## src/rtl/pwm_to_angle.sv

```systemverilog
// Decodes the absolute encoder's PWM angle output: measures high time and period of each
// frame, then normalises the duty cycle to a 4351-unit frame with a sequential divider.
module pwm_to_angle #(
    parameter int CNT_W       = 20,
    parameter int MIN_PERIOD  = 1000,
    parameter int TIMEOUT_CYC = 100000
) (
    input  logic        reset_n,
    input  logic        clock,
    input  logic        enable,
    input  logic        pwm_in,
    output logic [11:0] angle,
    output logic        angle_valid,
    output logic        locked,
    output logic        fault,
    output logic        overrun
);
    localparam int NW   = CNT_W + 32'sd13;
    localparam int IT_W = $clog2(NW);
    localparam logic [CNT_W-1:0] CNT_MAX     = {CNT_W{1'b1}};
    localparam logic [CNT_W-1:0] CNT_ONE     = {{(CNT_W-1){1'b0}}, 1'b1};
    localparam logic [CNT_W-1:0] MIN_P       = CNT_W'(MIN_PERIOD);
    localparam logic [CNT_W-1:0] WD_LAST     = CNT_W'(TIMEOUT_CYC - 32'sd1);
    localparam logic [IT_W-1:0]  IT_LAST     = IT_W'(NW - 32'sd1);
    localparam logic [IT_W-1:0]  IT_ONE      = {{(IT_W-1){1'b0}}, 1'b1};
    localparam logic [NW-1:0]    FRAME_UNITS = {{CNT_W{1'b0}}, 13'd4351};

    typedef enum logic [1:0] {
        ST_SYNC = 2'd0,
        ST_HIGH = 2'd1,
        ST_LOW  = 2'd2
    } state_e;

    function automatic logic [CNT_W-1:0] sat_inc(input logic [CNT_W-1:0] v);
        logic [CNT_W-1:0] r;
        if (v == CNT_MAX) r = v;
        else              r = v + CNT_ONE;
        return r;
    endfunction

    // Strip the 128-unit header and clamp into the 12-bit data range.
    function automatic logic [11:0] clamp_angle(input logic [12:0] q);
        logic [11:0] r;
        logic [12:0] t;
        t = q - 13'd128;
        if (q < 13'd128)       r = 12'd0;
        else if (q > 13'd4223) r = 12'd4095;
        else                   r = t[11:0];
        return r;
    endfunction

    logic             sync1_q, sync_q, sync_dly_q;
    logic             rise_s, fall_s, close_s, timeout_s, accept_s, done_s;
    state_e           state_q, state_d;
    logic [CNT_W-1:0] hi_cnt_q, hi_cnt_d, per_cnt_q, per_cnt_d, wd_q, wd_d;
    logic             busy_q, busy_d;
    logic [IT_W-1:0]  it_q, it_d;
    logic [NW-1:0]    num_q, num_d;
    logic [CNT_W-1:0] den_q, den_d, rem_q, rem_d, rem_sub_s;
    logic [11:0]      quo_q, quo_d;
    logic [CNT_W:0]   trial_s;
    logic             qbit_s;
    logic [12:0]      q_s;
    logic [11:0]      angle_q, angle_d;
    logic             valid_q, valid_d, locked_q, locked_d, fault_q, fault_d, overrun_q, overrun_d;

    assign rise_s    = sync_q & ~sync_dly_q;
    assign fall_s    = ~sync_q & sync_dly_q;
    assign timeout_s = enable & ~rise_s & (wd_q == WD_LAST);
    assign accept_s  = close_s & (per_cnt_q >= MIN_P) & ~busy_q;
    assign trial_s   = {rem_q, num_q[NW-1]};
    assign qbit_s    = (trial_s >= {1'b0, den_q});
    assign rem_sub_s = trial_s[CNT_W-1:0] - den_q;
    assign q_s       = {quo_q, qbit_s};

    assign angle       = angle_q;
    assign angle_valid = valid_q;
    assign locked      = locked_q;
    assign fault       = fault_q;
    assign overrun     = overrun_q;

    // Two-flop synchroniser plus one delay stage for edge detection.
    always_ff @(posedge clock or negedge reset_n) begin
        if (!reset_n) begin
            sync1_q    <= 1'b0;
            sync_q     <= 1'b0;
            sync_dly_q <= 1'b0;
        end else begin
            sync1_q    <= pwm_in;
            sync_q     <= sync1_q;
            sync_dly_q <= sync_q;
        end
    end

    // Measure FSM, duration counters and rising-edge watchdog.
    always_comb begin
        state_d   = state_q;
        hi_cnt_d  = hi_cnt_q;
        per_cnt_d = per_cnt_q;
        close_s   = 1'b0;
        if (!enable) wd_d = {CNT_W{1'b0}};
        else if (rise_s) wd_d = {CNT_W{1'b0}};
        else wd_d = sat_inc(wd_q);
        if (!enable || timeout_s) begin
            state_d   = ST_SYNC;
            hi_cnt_d  = {CNT_W{1'b0}};
            per_cnt_d = {CNT_W{1'b0}};
        end else begin
            case (state_q)
                ST_SYNC: begin
                    if (rise_s) begin
                        state_d   = ST_HIGH;
                        hi_cnt_d  = CNT_ONE;
                        per_cnt_d = CNT_ONE;
                    end else begin
                        hi_cnt_d  = {CNT_W{1'b0}};
                        per_cnt_d = {CNT_W{1'b0}};
                    end
                end
                ST_HIGH: begin
                    if (fall_s) begin
                        state_d   = ST_LOW;
                        per_cnt_d = sat_inc(per_cnt_q);
                    end else begin
                        hi_cnt_d  = sat_inc(hi_cnt_q);
                        per_cnt_d = sat_inc(per_cnt_q);
                    end
                end
                ST_LOW: begin
                    // The closing edge cycle is the first cycle of the next frame.
                    if (rise_s) begin
                        close_s   = 1'b1;
                        state_d   = ST_HIGH;
                        hi_cnt_d  = CNT_ONE;
                        per_cnt_d = CNT_ONE;
                    end else begin
                        per_cnt_d = sat_inc(per_cnt_q);
                    end
                end
                default: begin
                    state_d   = ST_SYNC;
                    hi_cnt_d  = {CNT_W{1'b0}};
                    per_cnt_d = {CNT_W{1'b0}};
                end
            endcase
        end
    end

    // Restoring divider: one quotient bit per clock, MSB first.
    always_comb begin
        num_d  = num_q;
        den_d  = den_q;
        rem_d  = rem_q;
        quo_d  = quo_q;
        it_d   = it_q;
        busy_d = busy_q;
        done_s = 1'b0;
        if (!enable) begin
            busy_d = 1'b0;
        end else if (accept_s) begin
            num_d  = {13'd0, hi_cnt_q} * FRAME_UNITS;
            den_d  = per_cnt_q;
            rem_d  = {CNT_W{1'b0}};
            quo_d  = 12'd0;
            it_d   = {IT_W{1'b0}};
            busy_d = 1'b1;
        end else if (busy_q) begin
            num_d = {num_q[NW-2:0], 1'b0};
            quo_d = {quo_q[10:0], qbit_s};
            if (qbit_s) rem_d = rem_sub_s;
            else        rem_d = trial_s[CNT_W-1:0];
            it_d = it_q + IT_ONE;
            if (it_q == IT_LAST) begin
                busy_d = 1'b0;
                done_s = 1'b1;
            end else begin
                busy_d = 1'b1;
            end
        end else begin
            busy_d = 1'b0;
        end
    end

    // Published angle and status flags.
    always_comb begin
        angle_d   = angle_q;
        valid_d   = 1'b0;
        locked_d  = locked_q;
        fault_d   = fault_q;
        overrun_d = close_s & (per_cnt_q >= MIN_P) & busy_q;
        if (!enable) begin
            locked_d = 1'b0;
        end else if (done_s) begin
            angle_d  = clamp_angle(q_s);
            valid_d  = 1'b1;
            locked_d = 1'b1;
            fault_d  = 1'b0;
        end else if (timeout_s) begin
            fault_d  = 1'b1;
            locked_d = 1'b0;
        end else begin
            locked_d = locked_q;
        end
    end

    // State registers.
    always_ff @(posedge clock or negedge reset_n) begin
        if (!reset_n) begin
            state_q   <= ST_SYNC;
            hi_cnt_q  <= {CNT_W{1'b0}};
            per_cnt_q <= {CNT_W{1'b0}};
            wd_q      <= {CNT_W{1'b0}};
            busy_q    <= 1'b0;
            it_q      <= {IT_W{1'b0}};
            num_q     <= {NW{1'b0}};
            den_q     <= {CNT_W{1'b0}};
            rem_q     <= {CNT_W{1'b0}};
            quo_q     <= 12'd0;
            angle_q   <= 12'd0;
            valid_q   <= 1'b0;
            locked_q  <= 1'b0;
            fault_q   <= 1'b0;
            overrun_q <= 1'b0;
        end else begin
            state_q   <= state_d;
            hi_cnt_q  <= hi_cnt_d;
            per_cnt_q <= per_cnt_d;
            wd_q      <= wd_d;
            busy_q    <= busy_d;
            it_q      <= it_d;
            num_q     <= num_d;
            den_q     <= den_d;
            rem_q     <= rem_d;
            quo_q     <= quo_d;
            angle_q   <= angle_d;
            valid_q   <= valid_d;
            locked_q  <= locked_d;
            fault_q   <= fault_d;
            overrun_q <= overrun_d;
        end
    end
endmodule

```

## config.mk

```make
export PLATFORM = sky130hd
export DESIGN_NAME = pwm_to_angle
export DESIGN_NICKNAME = d
export VERILOG_FILES = /design/src/rtl/pwm_to_angle.sv
export SDC_FILE = /design/constraint.sdc
export NUM_CORES = 1
export LEC_CHECK = 0
export ABC_AREA = 1
export CAP_MARGIN = 15
export CORE_MARGIN = 10
export CORE_UTILIZATION = 50
export DETAILED_ROUTE_END_ITERATION = 8
export GPL_ROUTABILITY_DRIVEN = 0
export MAX_ROUTING_LAYER = met4
export PLACE_DENSITY = 0.77
export SLEW_MARGIN = 20
export SYNTH_ARGS = -nofsm -noshare
export SYNTH_HDL_FRONTEND = slang
export SYNTH_SLANG_ARGS = --single-unit
export TNS_END_PERCENT = 50
```

## constraint.sdc

```tcl
create_clock -name clock -period 4.35 [get_ports clock]
set_input_delay 0.87 -clock clock [delete_from_list [all_inputs] [get_ports clock]]
set_output_delay 0.87 -clock clock [all_outputs]
set_load 0.02 [all_outputs]
```

# --- Yosys cells after proc, flatten, opt, wreduce, memory -nomap -nowiden ---
# Index checks and enable logic that the tools add are counted.
word_totals:
  register_bits: 173
  latchBits: 0
  mem_bits_rw: 0
  romBits: 0
  out_inout_bits: 16
  n_memories: 0
op_classes:
  addsub: 6
  multipliers: 1
  n_div: 0
  n_lt_le_gt_ge: 4
  eq_ne: 14
  shift: 0
  mux: 46
  bitwise: 11
  reduce_logical: 12
op_table:
  columns: ["operator", "n"]
  rows:
  - ["$mux W20", 13]
  - ["$pmux W20 S3", 2]
  - ["$mux W33", 2]
  - ["$add A20 B1 Y20 const B", 3]
  - ["$eq A20 B20 Y1 const B", 3]
  - ["$mux W12", 4]
  - ["$mul A20 B13 Y33 const B", 1]
  - ["$ge A21 B20 Y1", 1]
  - ["$eq A20 B17 Y1 const B", 1]
  - ["$ge A20 B10 Y1 const B", 1]
  - ["$sub A20 B20 Y20", 1]
  - ["$mux W1", 19]
  - ["$ne A3 B3 Y1 const B", 5]
  - ["$gt A13 B13 Y1 const B", 1]
  - ["$lt A13 B8 Y1 const B", 1]
  - ["$mux W6", 2]
  - ["$sub A12 B8 Y12 const B", 1]
  - ["$reduce_and A2 Y1", 5]
  - ["$and A1 B1 Y1", 7]
  - ["$add A6 B1 Y6 const B", 1]
  - ["$eq A6 B6 Y1 const B", 1]
  - ["$mux W2", 3]
  - ["$ne A3 B1 Y1 const B", 2]
  - ["$not A1 Y1", 4]
  - ["other kinds (9)", 10]

# --- Logic depth before layout (Yosys ltp) ---
# Gate-level depths: netlist of the first run.
depth:
  word_depth: 13
  ltp_mapped: 23
  ltp_nobuf: 23

# --- Worst setup path after synthesis of the first run ---
# No wires, ideal clock.
synth_path:
  path_type: "reg-to-reg"
  startpoint: "register hi_cnt_q[13]"
  endpoint: "register num_q[27]"
  setup_ns: 0.123
  t_arrival_ns: 4.507
  t_required_ns: 4.227
  slack_ns: -0.280
  stages_incl_launch_ff: 20
  path_buffers: 0
  period_less_slack_ns: 4.630
  cell_sequence: "dfrtp_1 fa_1 fa_1 inv_1 fa_1 inv_1 fa_1 inv_1 fa_1 inv_1 ha_1 a21oi_1 a21boi_0 o21ai_0 nand2_1 nand3_1 nand2_1 nand2_1 o21ai_0 nand2_1"
synth_between:
  elab_chain_cells: 2
synth_rtl:
  columns: ["element", "line_no", "rtl"]
  rows:
  - ["from (decl)", "55", "logic [CNT_W-1:0] hi_cnt_q, hi_cnt_d, per_cnt_q, per_cnt_d, wd_q, wd_d;"]
  - ["from (signal assigned)", "210", "hi_cnt_q <= {CNT_W{1'b0}};"]
  - ["from (signal assigned)", "226", "hi_cnt_q <= hi_cnt_d;"]
  - ["$mul A20 B13 Y33", "161", "num_d = {13'd0, hi_cnt_q} * FRAME_UNITS;"]
  - ["$mux W33", "160", "end else if (accept_s) begin"]
  - ["to (signal assigned)", "215", "num_q <= {NW{1'b0}};"]
  - ["to (signal assigned)", "231", "num_q <= num_d;"]
  - ["to (decl)", "58", "logic [NW-1:0] num_q, num_d;"]
# Every way passes these cells.
# A chain may end at the register's enable or synchronous reset.

# --- Final worst setup path of the first run ---
layout_path:
  startpoint: "register hi_cnt_q[13]"
  endpoint: "register num_q[23]"
# The elaborated chain is that of the path after synthesis.

==> results of run 1 <==
[layer usage]
metal | global-route usage [%] | routed length [µm]
met5 | - | 0
met1 | 24.8 | 16500
met3 | 3.05 | 2330
met4 | 8.06 | 1350
met2 | 37.8 | 20700
[flip-flops by register name, summed over array words and instances (netlist names)]
signal	flops
locked	1
per_cnt_q	20
state_q	2
angle_valid	1
num_q	33
den_q	20
fault	1
sync_q	1
it_q	6
sync_dly_q	1
sync1_q	1
overrun	1
rem_q	20
angle	12
wd_q	20
quo_q	12
hi_cnt_q	20
busy_q	1
[per-stage QoR]
stage | total power (W) | utilization (%)
detailed placement | 0.00227 | 55.8
CTS | 0.00404 | 59.3
finish | 0.00405 | 60.5
floorplan | 0.00213 | -
global route | 0.00420 | 60.5
global placement | 0.00225 | 55.8
[worst register-to-register path: stages, from the launching register on]
cell      delay [ns]
dfrtp_2         0.46
fa_1            0.54
fa_1            0.57
inv_2           0.04
fa_1            0.48
inv_1           0.05
fa_1            0.47
inv_1           0.05
fa_1            0.52
inv_2           0.05
ha_4            0.30
nand4_1         0.22
nor2_4          0.21
nand4_1         0.20
nand4_1         0.16
nand3_1         0.09
o211ai_1        0.15
nand2_1         0.10
[kinds of logic (layout without fill, tap and decap cells)]
group,after synthesis,after routing,synth area share [%]
adders and majority gates,242,242,24.8
xor gates and xnor gates,46,46,2.61
and+or+nand+nor,844,844,23.6
AOI/OAI and AO/OA,260,260,9.64
DFF,173,173,28.1
buffers and inverters,431,595,11.2
[worst min path at each step]
stage                 start  endpoint  cells after the start
floorplan           sync1_q    sync_q                      0
global placement    sync1_q    sync_q                      0
detailed placement  sync1_q    sync_q                      0
CTS                 sync1_q    sync_q                      0
global route        sync1_q    sync_q                      0
finish              sync1_q    sync_q                      0
[power by group through the flow]
| stage | clock, W | combinational, W | sequential, W |
|---|---|---|---|
| after floorplan | 0 | 0.000380 | 0.00174 |
| after detailed placement | 0 | 0.000512 | 0.00175 |
| after global placement | 0 | 0.000495 | 0.00175 |
| after global routing | 0.00186 | 0.000603 | 0.00173 |
| after CTS | 0.00180 | 0.000522 | 0.00172 |
| final | 0.00179 | 0.000531 | 0.00172 |
[placed cells by master (no fill, tap or decap), drive strengths merged, types with 5 or more instances in the layout]
master         instances
bufinv                 5
o22ai                 13
nand2                463
nand3                116
nor3                  39
nor2                 164
clkbuf                18
nand4                 36
o21ai                115
a21oi                 78
xor2                  25
ha                   136
dfrtp                173
clkdlybuf4s50         18
or2                    6
inv                  394
fa                   106
buf                  154
nor4                  11
o211ai                19
xnor2                 21
a31oi                  5
[final cells by class]
cell class                 count  area, µm²  area share [%]
tap                          396        495            2.68
sequential                   173       4350            23.5
inverter                     391       1470            7.95
multi-input combinational   1392      10100            54.8
timing repair buffer         172       1380            7.46
clock buffer                  18        439            2.38
clock inverter                14        228            1.23
[repair_timing]
item                       CTS  global route
pin swaps                   51            58
hold buffers                 0             0
setup endpoints to repair   24            25
gates resized for setup     73            63
buffers inserted            18            19
==> flow_summary.yaml, run 1 <==
power:
  p_leak_nw: 9.40
  power_frac_comb_pct: 13.1
  internal-power_w: 0.00291
  power_frac_seq_pct: 42.6
  p_clk_share_pct: 44.3
  p_sw_share_pct: 28.2
  power_density_nw_per_um2: 219
  p_switching_w: 0.00114
  vdd_drop_max_uv: 291
grt:
  grt_max_degree: 93
  first_global_vias: 14260
  grt.total_usage_pct: 21.7
  grt-ovfl-total: 0
  grt_first_pass_wirelength_um: 67800
  antenna_found_initial: 0
yosys:
  synth_area_um2: 15400
  yosys.area.top_type: "dfrtp_1"
  synthTopCellsByArea: "dfrtp_1, fa_1, nand2_1"
  yosysSeqAreaShare_pct: 28.1
  ys_types: 57
  synth_edf_count: 0
  ys.warnings.count: 0
  synth_top_area_share_pct: 28.1
  synth_most_common_cell: "nand2_1"
  synth_ff_type: "dfrtp_1"
  yosys-top-cells-count: "nand2_1, inv_1, dfrtp_1"
  async_flop_share_pct: 100
  syn_avg_cell_area_um2: 7.72
  ys_seq_elements: 173
  syn-num-nets: 2242
  synth_cells: 1996
cells_and_area:
  synthToLayoutAreaGrowth_pct: 19.8
  fin_cells: 2556
  design_area_um2: 18500
  diodes: 0
  fillers: 2478
  nets: 2393
  final_layout_size_suffix_gt1_share_pct: 17.5
timing:
  holdWs_ns: 0.353
  setup_slack_ns: -0.445
  fin_skew_ns: 0.0176
  fin_tns_setup_ns: -6.67
  min_period_over_period_pct: 110
  rsz0062_at_grt: "true"
  finalHoldViolations: 0
  worst_slew_margin_rel_pct: 40.4
  clock.fmax_mhz: 209
  setup_viol: 23
  drv_slew: 0
  fin_crit_ns: 4.80
  tightestPinTransition_ns: 0.894
placement:
  dp_cells: 2488
  post-dp-hpwl_um: 29400
  portBuffers: 19
  post-place-ws_ns: -0.480
  placed_area_um2: 17000
clocking:
  cts_root_buffer: "clkbuf_16"
  cts_made_buffers: 17
  cts_tree: "built"
  clk_path_buf_depth: 2
  cts_max_level: 4
  clk_latency_ns: 0.46
  clkSlewWorstSetupHoldPaths_ns: 0.08
  cts_sinks: 173
detailed_routing:
  vias: 14045
  wl_per_cell_um: 16.0
  initialDrtViolationCount: 1134
  routed_via_density: 5.49
  drc: 0
  final_antenna_net_count: 0
  drt_first_pass_iters: 6
  routed_wl_um: 40900
worst_setup_path:
  crit_slowest_cell: "fa_1"
  max_stage_delay_ns: 0.57
  cp_common_cell: "fa_1"
  crit_required_ns: 4.69
  crit_family: "adder cells"
  crit_path_end_kind: "flip-flop"
  worst-path-stages: 17
  arrival_ns: 5.13
  setup.worst_path.class: "flip-flop to flip-flop"
  reg2reg_to: "num_q[23]"
  critPathCapture: "num_q[23]"
  cp-start-kind: "flip-flop"
  path_buf_inv: 4
  reg2reg_slack_ns: -0.45
  worstPathCellList: "fa_1, fa_1, inv_2, fa_1, inv_1, fa_1, inv_1, fa_1, inv_2, ha_4, nand4_1, nor2_4, nand4_1, nand4_1, nand3_1, o211ai_1, nand2_1"
  cp_max_fo: 5
  startpoint: "hi_cnt_q[13]"
  r2r-start: "hi_cnt_q[13]"
  reg2regPathDepth: 17
die:
  initial_core_util_pct: 50.5
  pin_count: 20
  die_h_um: 196
  dieArea_um2: 38200
  coreArea_um2: 30500
  die_x_um: 196
  rows: 64
status:
  violations: "setup timing"
  status: "finished, violations left"
min_path:
  min_path_type: "flip-flop to flip-flop"
run:
  maxCapViolations: 0
No activity file was read; power rests on OpenSTA's default activity.
==> inputs of run 2 (changes only) <==
Settings changed: ABC_AREA 1 to 0.
==> run 2 against run 1 <==
  * The flow still finishes with violations (setup timing)
  * Sequential share of layout area up 2.2 points
  * Non-clock buffer count up 3
  * First-iteration DRC count down 24%
  * Wire length down 20%
  * Sequential power down 3%
  * Global-route usage down 2.1 points
  * Core utilization down 0.10 points
  * Maximum frequency down 7.6%
  * Via count down 18%
  * Hold slack better by 0.00058 ns
  * Critical path type unchanged
  * Largest power group is now registers
==> flow_summary.yaml, run 2 <==
yosys:
  syn-num-nets: 1816
  synth_top_family_by_area: "adder cells"
  yosys-top-cells-count: "inv_1, dfrtp_1, nand2_1"
  synth_cells: 1570
  ys.warnings.count: 0
  synth_ff_type: "dfrtp_1"
  syn_avg_cell_area_um2: 9.04
  synth_most_common_cell: "inv_1"
  async_flop_share_pct: 100
  ys_seq_elements: 173
  ys_types: 73
  synth-compound-area-share_pct: 14.1
  muxShareOfSynthArea_pct: 0.652
  synth_fa_ha_area_share_pct: 26.9
  synth_area_um2: 14200
  synth_top_area_share_pct: 30.5
  yosysSeqAreaShare_pct: 30.5
  synthXorXnorAreaFrac_pct: 5.06
  yosys.area.top_type: "dfrtp_1"
  synth-simple-area-share_pct: 14.7
  synthTopCellsByArea: "dfrtp_1, fa_1, ha_1"
  synth_edf_count: 0
worst_setup_path:
  reg2reg_slack_ns: -0.84
  cp-start-kind: "flip-flop"
  cp_max_fo: 5
  setup.worst_path.class: "flip-flop to flip-flop"
  crit_required_ns: 4.66
  reg2reg_to: "num_q[29]"
  arrival_ns: 5.50
  critPathCapture: "num_q[29]"
  reg2regPathDepth: 19
  crit_path_end_kind: "flip-flop"
  startpoint: "hi_cnt_q[16]"
  r2r-start: "hi_cnt_q[16]"
timing:
  drv_slew: 0
  rsz0062_at_grt: "true"
  setup_viol: 25
  clock.fmax_mhz: 193
  fin_tns_setup_ns: -14.18
  fin_skew_ns: 0.0202
  tightestPinTransition_ns: 0.824
  fin_crit_ns: 5.19
  min_period_over_period_pct: 119
  finalHoldViolations: 0
  setup_slack_ns: -0.839
  worst_slew_margin_rel_pct: 45.1
grt:
  antenna_found_initial: 0
  use_met2_pct: 33.5
  busiest_layer: "met2"
  grt_first_pass_wirelength_um: 57000
  grt_max_degree: 72
  first_global_vias: 11954
  grt_util_met1_pct: 23.9
  use_met3_pct: 2.38
  grt-ovfl-total: 0
  grt.total_usage_pct: 19.6
die:
  rows: 61
  coreArea_um2: 27900
  dieArea_um2: 35500
  die_h_um: 189
  initial_core_util_pct: 50.8
  die_x_um: 189
  pin_count: 20
detailed_routing:
  wl_per_cell_um: 15.6
  drc: 0
  routed_via_density: 5.46
  initialDrtViolationCount: 857
  routed_wl_um: 32900
  vias: 11505
  drt_first_pass_iters: 5
  final_antenna_net_count: 0
run:
  maxCapViolations: 0
placement:
  portBuffers: 19
  post-dp-hpwl_um: 24200
clocking:
  cts_root_buffer: "clkbuf_16"
  cts_max_level: 4
  clk_latency_ns: 0.45
  clk_path_buf_depth: 2
  cts_sinks: 173
  hold_buffers: 0
  cts_made_buffers: 17
  cts_tree: "built"
  clkSlewWorstSetupHoldPaths_ns: 0.08
status:
  violations: "setup timing"
  status: "finished, violations left"
cells_and_area:
  largest_register_ffs: 33
  layout_commonest_cell: "inv_1"
  layout_common_cells: "inv_1, dfrtp_1, buf_4, nand2_1, nor2_1"
  top_register: "num_q"
  final_util_pct: 60.4
  final_layout_size_suffix_gt1_share_pct: 17.2
  diodes: 0
  nets: 1965
  fillers: 2323
  synthToLayoutAreaGrowth_pct: 18.9
power:
  p_leak_nw: 8.24
  vdd_drop_max_uv: 273
  power_density_nw_per_um2: 203
min_path:
  min_path_type: "flip-flop to flip-flop"
[run 2: worst min-delay path by stage]
stage	startpoint	to	slack (ns)	cells past startpoint
after global routing	sync1_q	sync_q	0.37	0
after CTS	sync1_q	sync_q	0.36	0
final	sync1_q	sync_q	0.35	0
after global placement	sync1_q	sync_q	0.34	0
after floorplan	sync1_q	sync_q	0.33	0
after detailed placement	sync1_q	sync_q	0.34	0
[run 2: through the flow]
step	setup slack, ns	cells	power [W]	instance area [µm²]	hold WS [ns]
floorplan	-0.589	1570	0.00183	14400	0.331
global placement	-0.633	2056	0.00192	15900	0.337
detailed placement	-0.803	2056	0.00193	15900	0.341
CTS	-0.800	2101	0.00345	16700	0.358
global route	-1.05	2107	0.00354	16900	0.373
finish	-0.839	2107	0.00343	16900	0.354
[run 2: routing by layer]
metal / vias to the layer above / share of wire (%) / wire length (µm)
met2: 236 / 51 / 16800
met4: 0 / 2.2 / 709
met3: 54 / 2.8 / 925
li1: 5486 / - / -
met5: - / 0 / 0
met1: 5729 / 44 / 14500
[run 2: report_power, final]
| group | switching (W) | internal [W] |
|---|---|---|
| Clock | 0.000672 | 0.000852 |
| Combinational | 0.000152 | 0.0000877 |
| Sequential | 0.0000230 | 0.00164 |
| Total | 0.000846 | 0.00258 |
[run 2: cells by family after synthesis]
kind of cell,Yosys count
and+or+nand+nor,444
DFF,173
AOI/OAI and AO/OA,322
buffers and inverters,298
adders and majority gates,242
xor gates and xnor gates,82
muxes,9
[run 2: cell type report]
class | instances | area, µm² | area share, %
multi-input combinational | 1099 | 9130 | 54.0
sequential | 173 | 4350 | 25.8
timing repair buffer | 175 | 1430 | 8.45
inverter | 253 | 950 | 5.62
tap | 378 | 473 | 2.80
clock buffer | 19 | 443 | 2.62
clock inverter | 10 | 119 | 0.704
[run 2: repair_timing]
item / 4_1_cts / 5_1_grt
endpoints found under the setup margin: 25 / 27
resized for setup: 29 / 41
pin swaps: 35 / 33
cloned: 0 / 0
setup buffers: 17 / 7
[run 2: worst max-delay path, stage by stage, from the launching register on]
cell	delay [ns]
dfrtp_2	0.45
buf_6	0.14
fa_1	0.52
fa_1	0.50
inv_1	0.05
fa_1	0.47
inv_1	0.05
fa_1	0.47
inv_1	0.05
fa_1	0.49
inv_2	0.05
ha_4	0.22
a21o_1	0.19
a21o_1	0.20
a21oi_2	0.17
nand4_1	0.18
a41oi_2	0.33
o31a_1	0.24
xor2_1	0.23
a21oi_1	0.10
==> inputs of run 3 (changes only) <==
Settings changed: CORE_UTILIZATION 50 to 56, PLACE_DENSITY 0.77 to 0.84, RECOVER_POWER set to 100.
==> run 3 against run 2 <==
  * The flow finishes with violations (capacitance limit, slew limit, setup timing)
  * First-iteration DRC count rose by 34%
  * Clock skew fell by 0.0043 ns
  * Cell count fell by 2.0%
  * Sequential share of layout area fell by 0.10 points
  * Register-to-register slack got worse by 0.11 ns
  * Setup slack got worse by 0.11 ns
  * Critical endpoint is now num_q[30]
==> flow_summary.yaml, run 3 (synthesized netlist as in run 2, its figures left out) <==
detailed_routing:
  routed_via_density: 5.85
  final_antenna_net_count: 0
  drc: 0
  wl_per_cell_um: 18.3
  vias: 12071
  routed_wl_um: 37800
  initialDrtViolationCount: 1147
  drt_first_pass_iters: 7
power:
  p_sw_share_pct: 25.4
  power_w: 0.00354
  p_clk_share_pct: 46.1
  power_frac_comb_pct: 7.0
  power_density_nw_per_um2: 209
  vdd_drop_max_uv: 237
  p_leak_nw: 8.28
  power_frac_seq_pct: 47.0
  p_switching_w: 0.000902
  internal-power_w: 0.00264
clocking:
  clk_path_buf_depth: 2
  cts_max_level: 4
  clk_latency_ns: 0.45
  cts_tree: "built"
  cts_root_buffer: "clkbuf_16"
  cts_made_buffers: 17
  clkSlewWorstSetupHoldPaths_ns: 0.07
  cts_sinks: 173
cells_and_area:
  layout_commonest_cell: "inv_1"
  synthToLayoutAreaGrowth_pct: 19.4
  nets: 1968
  top_register: "num_q"
  fillers: 1734
  final_util_pct: 67.7
  multiInputGateArea_um2: 9240
  fin_cells: 2064
  regArea_um2: 4350
  final_layout_size_suffix_gt1_share_pct: 18.2
  diodes: 0
  layout_common_cells: "inv_1, dfrtp_1, nand2_1, buf_4, nor2_1"
  largest_register_ffs: 33
timing:
  fin_crit_ns: 5.30
  rsz0062_at_grt: "true"
  finalHoldViolations: 0
  clock.fmax_mhz: 189
  worst_slew_margin_rel_pct: -54.6
  setup_viol: 25
  fin_skew_ns: 0.0159
  drv_slew: 213
  tightestPinTransition_ns: 2.32
  min_period_over_period_pct: 122
  setup_slack_ns: -0.947
grt:
  grt-ovfl-total: 0
  grt.total_usage_pct: 24.0
  grt_first_pass_wirelength_um: 60700
  first_global_vias: 12480
  grt_max_degree: 85
  antenna_found_initial: 0
die:
  rows: 58
  pin_count: 20
  initial_core_util_pct: 56.7
  dieArea_um2: 32100
  coreArea_um2: 25000
  die_h_um: 179
  die_x_um: 179
worst_setup_path:
  crit_required_ns: 4.71
  crit_family: "adder cells"
  reg2regPathDepth: 20
  cp-start-kind: "flip-flop"
  cp_max_fo: 5
  path_buf_inv: 5
  setup.worst_path.class: "flip-flop to flip-flop"
  worst-path-stages: 20
  crit_path_end_kind: "flip-flop"
  max_stage_delay_ns: 0.52
  cp_common_cell: "fa_1"
  crit_slowest_cell: "fa_1"
  arrival_ns: 5.66
  worstPathCellList: "buf_12, fa_2, fa_1, inv_1, fa_1, inv_1, fa_1, inv_2, fa_1, inv_1, ha_4, nand4_1, nor3_2, nand2_1, a211oi_4, o311ai_4, nand3_2, nand3_2, mux2_4, o21ai_2"
placement:
  post-dp-hpwl_um: 25700
  dp_cells: 2005
  post-place-ws_ns: -0.853
  portBuffers: 19
min_path:
  min_path_cells: 0
  min_path_type: "flip-flop to flip-flop"
run:
  maxCapViolations: 4
status:
  violations: "capacitance limit, slew limit, setup timing"
  status: "finished, violations left"
==> run 3: layout make-up <==
type	count	area share, %
multi-input combinational	1099	54.5
sequential	173	25.7
timing repair buffer	178	8.22
inverter	253	5.60
clock buffer	18	2.53
tap	330	2.44
clock inverter	13	1.04
==> run 3: timing repair <==
| item | in CTS | in global routing |
|---|---|---|
| pin swaps | 27 | 55 |
| setup buffers | 11 | 17 |
| hold buffers | 0 | 0 |
| gates resized for setup | 39 | 61 |
| endpoints found under the setup margin | 25 | 27 |
==> run 3: metal layers <==
| metal | GRT usage [%] | share of wire (%) | vias to the layer above |
|---|---|---|---|
| met4 | 8.44 | 3.9 | 0 |
| li1 | - | - | 5499 |
| met1 | 28.2 | 39 | 5969 |
| met2 | 41.3 | 52 | 475 |
| met3 | 3.43 | 5.0 | 128 |
| met5 | - | 0 | - |
==> run 3: power groups by stage <==
stage	registers [W]	clock network (W)	logic, W
final	0.00167	0.00163	0.000246
after floorplan	0.00169	0	0.000143
after detailed placement	0.00169	0	0.000236
after global routing	0.00167	0.00171	0.000276
after CTS	0.00166	0.00164	0.000241
after global placement	0.00169	0	0.000225
==> run 3: worst register-to-register path, stage by stage (launching register included) <==
cell and delay, ns:
dfrtp_2 0.44, buf_12 0.14, fa_2 0.47, fa_1 0.52, inv_1 0.05, fa_1 0.49
inv_1 0.05, fa_1 0.49, inv_2 0.04, fa_1 0.52, inv_1 0.06, ha_4 0.27
nand4_1 0.16, nor3_2 0.24, nand2_1 0.13, a211oi_4 0.32, o311ai_4 0.14, nand3_2 0.12
nand3_2 0.11, mux2_4 0.33, o21ai_2 0.11
==> run 3: stage by stage <==
stage / hold slack, ns / instance area [µm²] / TNS, ns
5_1_grt: 0.404 / 17000 / -20.76
3_5_place_dp: 0.385 / 15800 / -15.07
2_1_floorplan: 0.331 / 14400 / -6.03
3_3_place_gp: 0.381 / 15800 / -12.21
6_report: 0.390 / 17000 / -16.77
4_1_cts: 0.401 / 16700 / -14.51
==> run 3: final timing paths <==
path,from,endpoint,slack [ns]
hold reg to reg,sync1_q,sync_q,0.39
setup reg to reg,hi_cnt_q[12],num_q[30],-0.95
min in group asynchronous,reset_n,hi_cnt_q[5],1.04
hold / removal,sync1_q,sync_q,0.39
setup / recovery,hi_cnt_q[12],num_q[30],-0.95
max in group asynchronous,reset_n,num_q[18],0.72
